==> config.mk <==
export PLATFORM = sky130hd
export DESIGN_NAME = sc_random_lfsr
export DESIGN_NICKNAME = d
export VERILOG_FILES = /design/src/rtl/sc_random_pkg.sv /design/src/rtl/sc_random_lfsr_core.sv /design/src/rtl/sc_random_lfsr.sv
export SDC_FILE = /design/constraint.sdc
export NUM_CORES = 1
export LEC_CHECK = 0
export CAP_MARGIN = 20
export CORE_ASPECT_RATIO = 0.8
export CORE_MARGIN = 10
export CORE_UTILIZATION = 55
export DETAILED_ROUTE_END_ITERATION = 7
export MAX_ROUTING_LAYER = met4
export PLACE_DENSITY = 0.84
export SLEW_MARGIN = 20
export SYNTH_ARGS = -nofsm -noshare
export SYNTH_HDL_FRONTEND = slang
export SYNTH_SLANG_ARGS = --single-unit
==> constraint.sdc <==
create_clock -name SC_RANDOM_CLOCK_50 -period 3.5 [get_ports SC_RANDOM_CLOCK_50]
set_clock_uncertainty 0.2 [all_clocks]
set_input_delay 0.7 -clock SC_RANDOM_CLOCK_50 [delete_from_list [all_inputs] [get_ports SC_RANDOM_CLOCK_50]]
set_output_delay 0.7 -clock SC_RANDOM_CLOCK_50 [all_outputs]
set_load 0.1 [all_outputs]
==> src/rtl/sc_random_pkg.sv <==
// rtl/sc_random_pkg.sv - shared types and constants for the bounded random generator
package sc_random_pkg;

    typedef enum logic [1:0] {
        ST_IDLE  = 2'd0,
        ST_SHIFT = 2'd1,
        ST_CHECK = 2'd2,
        ST_DONE  = 2'd3
    } scState_t;

    // Width of the rejection-retry counter; bounds MAXTRIES to 255.
    localparam int TRIES_W = 8;

    // Maximal-length Fibonacci tap masks (bit i = reg[i] feeds the XOR).
    function automatic logic [31:0] maxLenTaps(input int width);
        case (width)
            4:       return 32'h0000_000C;
            5:       return 32'h0000_0014;
            6:       return 32'h0000_0030;
            7:       return 32'h0000_0060;
            8:       return 32'h0000_00B8;
            9:       return 32'h0000_0110;
            10:      return 32'h0000_0240;
            11:      return 32'h0000_0500;
            12:      return 32'h0000_0829;
            13:      return 32'h0000_100D;
            14:      return 32'h0000_2015;
            15:      return 32'h0000_6000;
            16:      return 32'h0000_D008;
            17:      return 32'h0001_2000;
            18:      return 32'h0002_0400;
            19:      return 32'h0004_0023;
            20:      return 32'h0009_0000;
            21:      return 32'h0014_0000;
            22:      return 32'h0030_0000;
            23:      return 32'h0042_0000;
            24:      return 32'h00E1_0000;
            25:      return 32'h0120_0000;
            26:      return 32'h0200_0023;
            27:      return 32'h0400_0013;
            28:      return 32'h0900_0000;
            29:      return 32'h1400_0000;
            30:      return 32'h2000_0029;
            31:      return 32'h4800_0000;
            32:      return 32'h8020_0003;
            default: return 32'h0000_0000;
        endcase
    endfunction

endpackage

==> src/rtl/sc_random_lfsr_core.sv <==
// rtl/sc_random_lfsr_core.sv - Fibonacci LFSR register with seed load and lock-up guard
module sc_random_lfsr_core
    import sc_random_pkg::*;
#(
    parameter int                   DATAWIDTH = 8,
    parameter logic [DATAWIDTH-1:0] TAP_MASK  = 8'hB8,
    parameter logic [DATAWIDTH-1:0] SEED      = DATAWIDTH'(1)
) (
    input  logic                 clk50,
    input  logic                 resetLow,
    input  logic                 shiftEn,
    input  logic                 loadEn,
    input  logic [DATAWIDTH-1:0] loadValue,
    output logic [DATAWIDTH-1:0] lfsrState
);

    logic [DATAWIDTH-1:0] nxtRaw;
    logic [DATAWIDTH-1:0] nxtSafe;
    logic [DATAWIDTH-1:0] loadSafe;

    // An all-zero state would lock the LFSR forever, so zero is replaced by SEED.
    assign nxtRaw   = {lfsrState[DATAWIDTH-2:0], ^(lfsrState & TAP_MASK)};
    assign nxtSafe  = (nxtRaw == '0) ? SEED : nxtRaw;
    assign loadSafe = (loadValue == '0) ? SEED : loadValue;

    // Seed load has priority; otherwise advance only when the FSM asks.
    always_ff @(posedge clk50 or negedge resetLow) begin
        if (!resetLow) begin
            lfsrState <= SEED;
        end else if (loadEn) begin
            lfsrState <= loadSafe;
        end else if (shiftEn) begin
            lfsrState <= nxtSafe;
        end
    end

endmodule

==> src/rtl/sc_random_lfsr.sv <==
// rtl/sc_random_lfsr.sv - request/valid random generator with range rejection sampling
module sc_random_lfsr
    import sc_random_pkg::*;
#(
    parameter int                   DATAWIDTH = 8,
    parameter logic [DATAWIDTH-1:0] TAP_MASK  = 8'hB8,
    parameter logic [DATAWIDTH-1:0] SEED      = DATAWIDTH'(1),
    parameter int                   STEPS     = 1,
    parameter int                   MAXTRIES  = 8
) (
    input  logic                 SC_RANDOM_CLOCK_50,
    input  logic                 SC_RANDOM_RESET_InLow,
    input  logic                 SC_RANDOM_req_In,
    input  logic [DATAWIDTH-1:0] SC_RANDOM_range_InBUS,
    input  logic                 SC_RANDOM_seedLoad_In,
    input  logic [DATAWIDTH-1:0] SC_RANDOM_seed_InBUS,
    output logic [DATAWIDTH-1:0] SC_RANDOM_data_OutBUS,
    output logic                 SC_RANDOM_valid_Out,
    output logic                 SC_RANDOM_busy_Out,
    output logic                 SC_RANDOM_fallback_Out,
    output logic [DATAWIDTH-1:0] SC_RANDOM_state_OutBUS
);

    localparam int                 CNT_W     = $clog2(DATAWIDTH);
    localparam logic [CNT_W-1:0]   STEP_LAST = CNT_W'(STEPS - 1);
    localparam logic [TRIES_W-1:0] TRY_LAST  = TRIES_W'(MAXTRIES - 1);

    scState_t             state;
    logic [CNT_W-1:0]     cnt;
    logic [TRIES_W-1:0]   tries;
    logic [DATAWIDTH-1:0] rangeLatch;
    logic [DATAWIDTH-1:0] lfsrValue;
    logic                 loadEn;
    logic                 shiftEn;

    assign loadEn  = (state == ST_IDLE) && SC_RANDOM_seedLoad_In;
    assign shiftEn = (state == ST_SHIFT);

    sc_random_lfsr_core #(
        .DATAWIDTH (DATAWIDTH),
        .TAP_MASK  (TAP_MASK),
        .SEED      (SEED)
    ) u_core (
        .clk50     (SC_RANDOM_CLOCK_50),
        .resetLow  (SC_RANDOM_RESET_InLow),
        .shiftEn   (shiftEn),
        .loadEn    (loadEn),
        .loadValue (SC_RANDOM_seed_InBUS),
        .lfsrState (lfsrValue)
    );

    assign SC_RANDOM_busy_Out     = (state != ST_IDLE);
    assign SC_RANDOM_state_OutBUS = lfsrValue;

    // Draw sequencer: shift STEPS times, then accept, retry or fall back to zero.
    always_ff @(posedge SC_RANDOM_CLOCK_50 or negedge SC_RANDOM_RESET_InLow) begin
        if (!SC_RANDOM_RESET_InLow) begin
            state                  <= ST_IDLE;
            cnt                    <= '0;
            tries                  <= '0;
            rangeLatch             <= '0;
            SC_RANDOM_data_OutBUS  <= '0;
            SC_RANDOM_valid_Out    <= 1'b0;
            SC_RANDOM_fallback_Out <= 1'b0;
        end else begin
            SC_RANDOM_valid_Out <= 1'b0;
            case (state)
                ST_IDLE: begin
                    // A simultaneous seed load wins and the request is dropped.
                    if (!SC_RANDOM_seedLoad_In && SC_RANDOM_req_In) begin
                        rangeLatch             <= SC_RANDOM_range_InBUS;
                        cnt                    <= STEP_LAST;
                        tries                  <= '0;
                        SC_RANDOM_fallback_Out <= 1'b0;
                        state                  <= ST_SHIFT;
                    end
                end
                ST_SHIFT: begin
                    if (cnt == '0) begin
                        state <= ST_CHECK;
                    end else begin
                        cnt <= cnt - 1'b1;
                    end
                end
                ST_CHECK: begin
                    if ((rangeLatch == '0) || (lfsrValue < rangeLatch)) begin
                        SC_RANDOM_data_OutBUS <= lfsrValue;
                        SC_RANDOM_valid_Out   <= 1'b1;
                        state                 <= ST_DONE;
                    end else if (tries == TRY_LAST) begin
                        SC_RANDOM_data_OutBUS  <= '0;
                        SC_RANDOM_fallback_Out <= 1'b1;
                        SC_RANDOM_valid_Out    <= 1'b1;
                        state                  <= ST_DONE;
                    end else begin
                        tries <= tries + 1'b1;
                        cnt   <= STEP_LAST;
                        state <= ST_SHIFT;
                    end
                end
                ST_DONE: begin
                    state <= ST_IDLE;
                end
                default: begin
                    state <= ST_IDLE;
                end
            endcase
        end
    end

endmodule

==> summary.md, run 1 <==
| Metric | Value |
|---|---|
| Crit path to | `cnt[2]` |
| Clock latency on the worst-skew pair | `0.29 ns` |
| Detail Placement HPWL | `3420 µm` |
| Initial DRC Count | `111` |
| Synth Area per Inst | `9.87 µm²` |
| Net Count, Synth | `238` |
| Hold_sp | `SC_RANDOM_fallback_Out` |
| Post-DRT Antenna Nets | `0` |
| Ant. Diodes | `0` |
| Root Driver | `clkbuf_8` |
| Status | `finished clean` |
| Area contributors post-synth | `dfrtp_1 46%, ha_1 6.1%, nand2_1 5.9%` |
| Die height | `74.6 µm` |
| Most common cell after layout, fill and taps aside | `dfrtp_1` |
| Worst-path cell chain | `ha_1 > nand4_1 > a21oi_1 > a32oi_4 > nor3_2 > o21ai_0` |
| Clock transition at path regs | `0.08 ns` |
| Post-route DRC violation count | `0` |
| Startpoint types | `flop` |
| Crit path depth | `6` |
| DRT Wirelength | `4520 µm` |
| Cts-stage hold buffer count | `0` |
| Total congestion overflow | `0` |
| Seq/Total Area, Yosys | `47.6%` |
| Max clock buf depth | `2` |
| Final net count | `278` |
| CP Data Arrival Time | `2.40 ns` |
| TNS Setup | `0 ns` |
| CP Buf/Inv Count | `0` |
| # port buffers | `38` |
| CTS Sinks | `39` |
| Crit share post-route | `70.5%` |
| Most frequent cells in the layout | `38 x dfrtp_1, 32 x nand2_1, 23 x o21ai_0` |
| RSZ-0062 raised after global routing | `false` |
| Post-synth cell types | `45` |
| Initial core utilization | `58.3%` |
| Synth warn | `0` |
| Inserted Clock Buffers | `5` |
| Critical Path End Type | `flop` |
| Max_slew headroom | `43.9%` |
| Register area | `977 µm²` |
| CORE AREA | `0.00352 mm²` |
| Number of max-cap violations | `0` |
| Area of the multi-input gates | `985 µm²` |
| Die ar. | `0.00659 mm²` |
| RePlAce Congestion | `0.884` |
| Critical Path Slowest Stage Cell | `nor3_2` |
| Fmax | `0.405 GHz` |
| Synth async-reset ratio | `100%` |
| Filler cells | `303` |
| Crit path max-delay family | `simple AND/OR/NAND/NOR gates` |
| First-pass GRT wire length | `7620 µm` |
| Post-CTS repair timing setup buffer count | `0` |
| Yosys reg bits | `39` |
| Hold WC Path Type | `reg -> reg` |
| Num ports | `39` |
| Hold Violations, Final | `0` |
| R2R cell count | `6` |
| Worst r2r src | `u_core.lfsrState[7]` |
| Synth Flop Type | `dfrtp_1` |
| Crit path required time | `3.44 ns` |
| Post-CTS sizing | `0` |
| Crit-path max FO | `10` |
| Largest net degree at the start of global routing | `40` |
| Vias in the first global route | `1568` |
| Setup crit start | `u_core.lfsrState[7]` |
| Reg2reg setup slack | `1.03 ns` |
| Total track usage | `15.1%` |
| Max-slew violations | `0` |
| Die Wd | `88.3 µm` |
| RR Endpoint | `cnt[2]` |
| Synthesis-to-layout area growth | `22.0%` |
| Synth area leader | `dfrtp_1` |
| Setup Crit Path Kind | `reg -> reg` |
| Htree depth | `2` |
| Pre-antenna DRT Iters | `4` |
| Vias per cell | `5.69` |
| FP Rows | `19` |
| Period minus WS final | `2.47 ns` |
| Share of cells above drive strength 1 | `15.7%` |
| Number of synthesized flops with an enable pin | `0` |
| Worst-margin pin slew | `0.841 ns` |
| Routed WL per cell | `15.5 µm` |
| Cells after synthesis | `208` |
| Final setup fails | `0` |
| Synth top area share | `46.3%` |
| Antenna violations before repair | `0` |
| CTS tree | `built` |
| DR vias | `1657` |
| Crit path largest cell delay | `0.55 ns` |
| Cell Area, Synth | `0.00205 mm²` |
[flip-flops by register name, summed over array words and instances, names as in the netlist]
signal,cells
rangeLatch,8
SC_RANDOM_data_OutBUS,8
state,2
SC_RANDOM_fallback_Out,1
SC_RANDOM_valid_Out,1
cnt,3
u_core.lfsrState,8
tries,8
[metal layers]
layer	vias up	global-route usage [%]	share of wire, %
li1	834	-	-
met1	757	21.5	52
met2	61	19.5	40
met3	5	5.39	7.4
met4	0	3.76	0.73
met5	-	-	0
[worst min path at each step]
stage,end,slack [ns],depth (start not counted)
after global routing,SC_RANDOM_fallback_Out,0.32,1
final,SC_RANDOM_fallback_Out,0.30,1
after detailed placement,SC_RANDOM_fallback_Out,0.29,1
after floorplan,SC_RANDOM_data_OutBUS[0],0.20,0
after global placement,cnt[0],0.28,1
after CTS,cnt[0],0.31,1
[final cells by class]
| class | instances | area share, % |
|---|---|---|
| Tap cell | 42 | 2.10 |
| Clock buffer | 7 | 3.85 |
| Multi-Input combinational cell | 150 | 39.3 |
| Sequential cell | 39 | 39.0 |
| Inverter | 13 | 1.95 |
| Timing Repair Buffer | 39 | 13.4 |
| Clock inverter | 1 | 0.300 |
[metrics by stage]
step,instance area (µm²),worst slack (ns),utilization [%],hold WS [ns],instances
floorplan,2050,0.742,-,0.204,208
global placement,2400,1.03,68.2,0.281,283
detailed placement,2400,0.991,68.2,0.291,283
CTS,2500,1.03,71.1,0.307,291
global route,2500,0.826,71.1,0.319,291
finish,2500,1.03,71.1,0.304,291
[cells in the mapped netlist (2+ instances only)]
cell type / instances
nor3b_1: 3
nor2_1: 4
buf_6: 2
nand3_1: 4
xnor2_1: 2
and2_1: 3
nand2_1: 32
a22o_1: 8
o22ai_1: 3
o21ai_0: 23
dfrtp_1: 38
a21oi_1: 4
a22oi_1: 7
ha_1: 10
clkbuf_1: 3
o211ai_1: 2
nor4_1: 6
nor3_1: 3
inv_1: 13
nand2b_1: 5
nor2b_1: 4
mux2i_1: 4
or2_2: 3
[kinds of logic after synthesis]
kind of cell	after synthesis	synth area share [%]
buf+inv	19	4.39
simple gates	76	19.5
xor+xnor	2	0.854
flops	39	47.6
fa+ha+maj	10	6.10
compound gates	58	19.6
mux	4	1.95
Power of run 1 is not shown: default switching activity piles up to over one toggle a cycle in this logic, so the estimate is an artifact.
==> inputs of run 2 (changes only) <==
Settings changed: CORE_UTILIZATION 55 to 52, PLACE_DENSITY 0.84 to 0.8.
Clock period 3.5 ns to 2.43 ns, I/O delays scaled along.
==> run 2 against run 1 <==
  * Sequential cell count unchanged
  * Core utilization is 0.40 points lower
  * Routed wire length is 9.3% higher
  * Cell count up 10%
  * Maximum frequency is 5.9% higher
  * Critical path depth stayed put
  * Sequential share of layout area decreased by 1.9 points
  * Highest routed layer unchanged
==> summary.md, run 2 (same netlist as run 1, synthesis figures left out) <==
| Metric | Value |
|---|---|
| Worst-path cell chain | `ha_1 > nand2_1 > o21ai_0 > a32oi_4 > or4_2 > o211ai_1` |
| Share of cells above drive strength 1 | `22.9% (+7.3 points)` |
| Critical Path Slowest Stage Cell | `or4_2` |
| Worst-margin pin slew | `0.576 ns (-0.264 ns)` |
| Routed WL per cell | `15.4 µm (-0.95%)` |
| Max_slew headroom | `61.2% (+17 points)` |
| CORE AREA | `0.00380 mm² (+8.1%)` |
| DP Area | `0.00258 mm² (+7.6%)` |
| Die height | `76.2 µm (+2.1%)` |
| Detail Placement HPWL | `3840 µm (+12%)` |
| Post-DRT Antenna Nets | `0 (unchanged)` |
| Crit-path max FO | `7 (-3)` |
| Post-CTS repair timing setup buffer count | `0 (unchanged)` |
| DRT Wirelength | `4940 µm (+9.3%)` |
| CTS Sinks | `39 (unchanged)` |
| Initial core utilization | `53.9% (-4.4 points)` |
| Number of max-cap violations | `0 (unchanged)` |
| Total track usage | `15.0% (-0.13 points)` |
| Final Instance Area | `0.00269 mm² (+7.5%)` |
| Critical Path End Type | `flop` |
| Largest net degree at the start of global routing | `18 (-55%)` |
| Die Wd | `90.2 µm (+2.2%)` |
| Fmax | `0.429 GHz (+5.9%)` |
| Setup Crit Path Kind | `reg -> reg` |
| Placed cell count | `312 (+10%)` |
| Crit path required time | `2.44 ns (-1.00 ns)` |
| # port buffers | `38 (unchanged)` |
| Crit path largest cell delay | `0.65 ns (+0.10 ns)` |
| WHS | `0.299 ns (-0.00560 ns)` |
| Post-route DRC violation count | `0 (unchanged)` |
| Htree depth | `2 (unchanged)` |
| CP Buf/Inv Count | `0 (unchanged)` |
| Status | `finished clean` |
| Clock latency on the worst-skew pair | `0.29 ns (about the same)` |
| Final net count | `295 (+6.1%)` |
| Startpoint types | `flop` |
| FP Rows | `20 (+1)` |
| Final setup fails | `0 (unchanged)` |
| Clock transition at path regs | `0.07 ns (about the same)` |
| Initial DRC Count | `136 (+23%)` |
| Inserted Clock Buffers | `5 (unchanged)` |
| Finished Core Util | `70.7% (-0.40 points)` |
| Period minus WS final | `2.33 ns (-0.138 ns)` |
| Num ports | `39 (unchanged)` |
| CP Data Arrival Time | `2.33 ns (-0.07 ns)` |
| Crit path max-delay family | `simple AND/OR/NAND/NOR gates` |
| Most frequent cells in the layout | `34 x buf_4, 32 x nand2_1, 31 x dfrtp_1` |
| Max-slew violations | `0 (unchanged)` |
| Hold WC Path Type | `reg -> reg` |
| CTS tree | `built` |
| Final std cells w/o fill | `321 (+10%)` |
| Pre-antenna DRT Iters | `5 (+1)` |
| DR vias | `1719 (+3.7%)` |
| Antenna violations before repair | `0 (unchanged)` |
| Vias in the first global route | `1688 (+7.7%)` |
| Vias per cell | `5.36 (-6.0%)` |
| Most common cell after layout, fill and taps aside | `buf_4` |
| Total congestion overflow | `0 (unchanged)` |
| Max clock buf depth | `2 (unchanged)` |
| Ant. Diodes | `0 (unchanged)` |
| Die ar. | `0.00687 mm² (+4.3%)` |
| Root Driver | `clkbuf_8` |
| Hold Violations, Final | `0 (unchanged)` |
| RePlAce Congestion | `0.863 (-2.4%)` |
| Synthesis-to-layout area growth | `31.1%` |
| First-pass GRT wire length | `8290 µm (+8.8%)` |
| Crit share post-route | `95.8% (+25 points)` |
-- run 2: what timing repair did --
action	in CTS	in global routing
hold endpoints to repair	14	0
setup endpoints to repair	0	9
resized for setup	0	4
hold buffers	1	0
-- run 2: worst paths after layout --
path / startpoint / endpoint / slack (ns) / cells past startpoint
setup / recovery: u_core.lfsrState[7] / tries[4] / 0.10 / 6
hold / removal: SC_RANDOM_fallback_Out / SC_RANDOM_fallback_Out / 0.30 / 1
setup reg to reg: u_core.lfsrState[7] / tries[4] / 0.10 / 6
hold reg to reg: SC_RANDOM_fallback_Out / SC_RANDOM_fallback_Out / 0.30 / 1
max in group asynchronous: SC_RANDOM_RESET_InLow / u_core.lfsrState[7] / 1.08 / 3
min in group asynchronous: SC_RANDOM_RESET_InLow / cnt[2] / 0.44 / 2
-- run 2: worst reg2reg max path: cells and delay by family, from the launching register on --
family	cells	cell delay, ns
simple gates	2	0.70
flops	1	0.47
compound gates	3	0.57
fa+ha+maj	1	0.31
-- run 2: layout make-up --
class | count | area (µm²)
Fill cell | 304 | 1110
Timing Repair Buffer | 56 | 490
Clock buffer | 8 | 80.1
Inverter | 13 | 48.8
Tap cell | 55 | 68.8
Sequential cell | 39 | 998
Multi-Input combinational cell | 150 | 1000
-- run 2: per-layer routing --
metal | wire length (µm) | part of all wire, % | global-route usage [%] | vias to the layer above
met2 | 2010 | 41 | 20.1 | 65
met4 | 72 | 1.5 | 5.87 | 0
met3 | 268 | 5.4 | 4.13 | 7
met1 | 2590 | 52 | 20.6 | 783
met5 | 0 | 0 | - | -
li1 | - | - | - | 864
-- run 2: stage by stage --
stage          setup TNS, ns  setup WS (ns)
3_3_place_gp               0          0.155
3_5_place_dp               0         0.0801
5_1_grt              -0.0108        -0.0108
4_1_cts                    0         0.0607
2_1_floorplan       -0.00941       -0.00941
6_report                   0          0.101
Power of run 2 is left out for the same reason.
==> inputs of run 3 (changes only) <==
Settings changed: CORE_UTILIZATION 52 to 48, PLACE_DENSITY 0.8 to 0.75.
==> run 3 against run 2 <==
  * Worst hold slack got worse by 0.012 ns
  * Sequential cell count stayed put
  * Critical path type unchanged
  * Sequential share of layout area increased by 0.16 points
  * Largest cell class is now sequential cells
  * Clock-buffer cell count shrank 1
  * Core utilization shrank 6.2 points
  * First-iteration DRC count is 27% lower
  * Worst setup slack gained 0.030 ns
  * Cell count up 0.62%
  * Critical path depth shrank 1
  * Register-to-register slack better by 0.03 ns
==> summary.md, run 3 (same netlist as run 1, synthesis figures left out) <==
| Metric | Value |
|---|---|
| Status | `finished clean` |
| Die ar. | `0.00731 mm² (+6.3%)` |
| Filler cells | `349 (+15%)` |
| CP Buf/Inv Count | `0 (unchanged)` |
| Crit path to | `SC_RANDOM_data_OutBUS[2]` |
| Initial DRC Count | `99 (-27%)` |
| Post-route DRC violation count | `0 (unchanged)` |
| DR WL met3 | `297 µm (+11%)` |
| Max clock buf depth | `2 (unchanged)` |
| RePlAce Congestion | `0.842 (-2.4%)` |
| Total track usage | `14.6% (-0.38 points)` |
| Post-DRT Antenna Nets | `0 (unchanged)` |
| Hold WC Path Type | `reg -> reg` |
| CORE AREA | `0.00415 mm² (+9.1%)` |
| Crit path largest cell delay | `0.48 ns (-0.17 ns)` |
| Crit path max-delay family | `compound AO/OA/AOI/OAI gates` |
| Die height | `78.5 µm (+3.0%)` |
| Critical Path End Type | `flop` |
| CP Data Arrival Time | `2.33 ns (about the same)` |
| CTS Sinks | `39 (unchanged)` |
| Pre-antenna DRT Iters | `4 (-1)` |
| Post-CTS repair timing setup buffer count | `0 (unchanged)` |
| Largest net degree at the start of global routing | `25 (+7)` |
| DR vias | `1699 (-1.2%)` |
| Routed WL per cell | `15.2 µm (-1.4%)` |
| Final Instance Area | `0.00268 mm² (-0.42%)` |
| Final net count | `295 (unchanged)` |
| Num ports | `39 (unchanged)` |
| Root Driver | `clkbuf_8` |
| CTS tree | `built` |
| Setup crit start | `u_core.lfsrState[1]` |
| DRT met1 WL | `2570 µm (-0.73%)` |
| Worst-margin pin slew | `0.557 ns (-0.0196 ns)` |
| Critical Path Slowest Stage Cell | `dfrtp_4` |
| Fmax | `0.435 GHz (+1.3%)` |
| Worst r2r src | `u_core.lfsrState[1]` |
| Ant. Diodes | `0 (unchanged)` |
| # port buffers | `38 (unchanged)` |
| Crit-path max FO | `8 (+1)` |
| Final setup fails | `0 (unchanged)` |
| Inserted Clock Buffers | `5 (unchanged)` |
| Placed cell count | `314 (+0.64%)` |
| Crit path depth | `5 (-1)` |
| FP Rows | `21 (+5.0%)` |
| Final std cells w/o fill | `323 (+0.62%)` |
| Die Wd | `93.1 µm (+3.2%)` |
| Crit path required time | `2.46 ns (+0.02 ns)` |
| Detail Placement HPWL | `3850 µm (+0.29%)` |
| Share of cells above drive strength 1 | `22.9% (unchanged)` |
| Crit share post-route | `94.6% (-1.3 points)` |
| Hold Violations, Final | `0 (unchanged)` |
| WHS | `0.287 ns (-0.0115 ns)` |
| Period minus WS final | `2.30 ns (-0.0304 ns)` |
| DP Area | `0.00258 mm² (about the same)` |
| Most common cell after layout, fill and taps aside | `buf_4` |
| Clock transition at path regs | `0.07 ns (about the same)` |
| Worst-path cell chain | `ha_1 > a2111o_1 > a32oi_4 > and2_1 > a22o_1` |
| Top sig layer | `met4` |
| Number of max-cap violations | `0 (unchanged)` |
| Htree depth | `2 (unchanged)` |
| Startpoint types | `flop` |
| Initial core utilization | `49.4% (-4.5 points)` |
| Synthesis-to-layout area growth | `30.5%` |
| RSZ-0062 raised after global routing | `false` |
| Clock latency on the worst-skew pair | `0.29 ns (about the same)` |
| Max-slew violations | `0 (unchanged)` |
| Max_slew headroom | `62.5% (+1.3 points)` |
| DRT Wirelength | `4900 µm (-0.81%)` |
| Antenna violations before repair | `0 (unchanged)` |
| Setup Crit Path Kind | `reg -> reg` |
| Vias per cell | `5.26 (-1.8%)` |
| Most frequent cells in the layout | `34 x buf_4, 32 x nand2_1, 31 x dfrtp_1` |
| Total congestion overflow | `0 (unchanged)` |
| First-pass GRT wire length | `8370 µm (+0.92%)` |
| RR Endpoint | `SC_RANDOM_data_OutBUS[2]` |
| R2R cell count | `5 (-1)` |
| Metal2 WL | `1990 µm (-0.99%)` |
| Reg2reg setup slack | `0.13 ns (+0.03 ns)` |
| Vias in the first global route | `1722 (+2.0%)` |
[run 3: changes by cell type in the layout (fill, tap and decap cells not counted), sizes merged]
cell	change
clkbuf	-1
clkinv	+1
[run 3: final cells by class]
class	count	area [µm²]	share of cell area (%)
clock buffers	7	76.3	2.85
well taps	57	71.3	2.66
inverters	13	48.8	1.82
multi-input cells	150	988	36.9
flip-flops and latches	39	998	37.3
clock inverters	1	5.00	0.187
repair buffers	56	490	18.3
[run 3: how the worst min path moves through the flow]
stage,from,end,slack (ns),cells after the start
finish,cnt[0],cnt[0],0.29,1
global route,cnt[0],cnt[0],0.31,1
CTS,cnt[0],cnt[0],0.29,1
detailed placement,cnt[0],cnt[0],0.28,1
global placement,SC_RANDOM_fallback_Out,SC_RANDOM_fallback_Out,0.28,1
floorplan,SC_RANDOM_RESET_InLow,SC_RANDOM_data_OutBUS[0],-0.01,0
[run 3: repair_timing]
item                                    CTS  global route
gates resized for setup                   0             2
hold buffers                              1             0
endpoints found under the hold margin    22             0
endpoints found under the setup margin    0             2
[run 3: metrics by stage]
step                TNS [ns]  setup WS (ns)  utilization, %
floorplan           -0.00941       -0.00941               -
detailed placement         0         0.0921            62.2
finish                     0          0.131            64.5
global placement           0          0.139            62.2
global route               0         0.0113            64.5
CTS                        0         0.0900            64.4
[run 3: routing by layer]
metal | vias up | global-route usage, %
li1 | 865 | -
met1 | 774 | 21.3
met2 | 55 | 19.0
met3 | 5 | 3.52
met4 | 0 | 4.31
met5 | - | -
Power of run 3 is left out for the same reason.
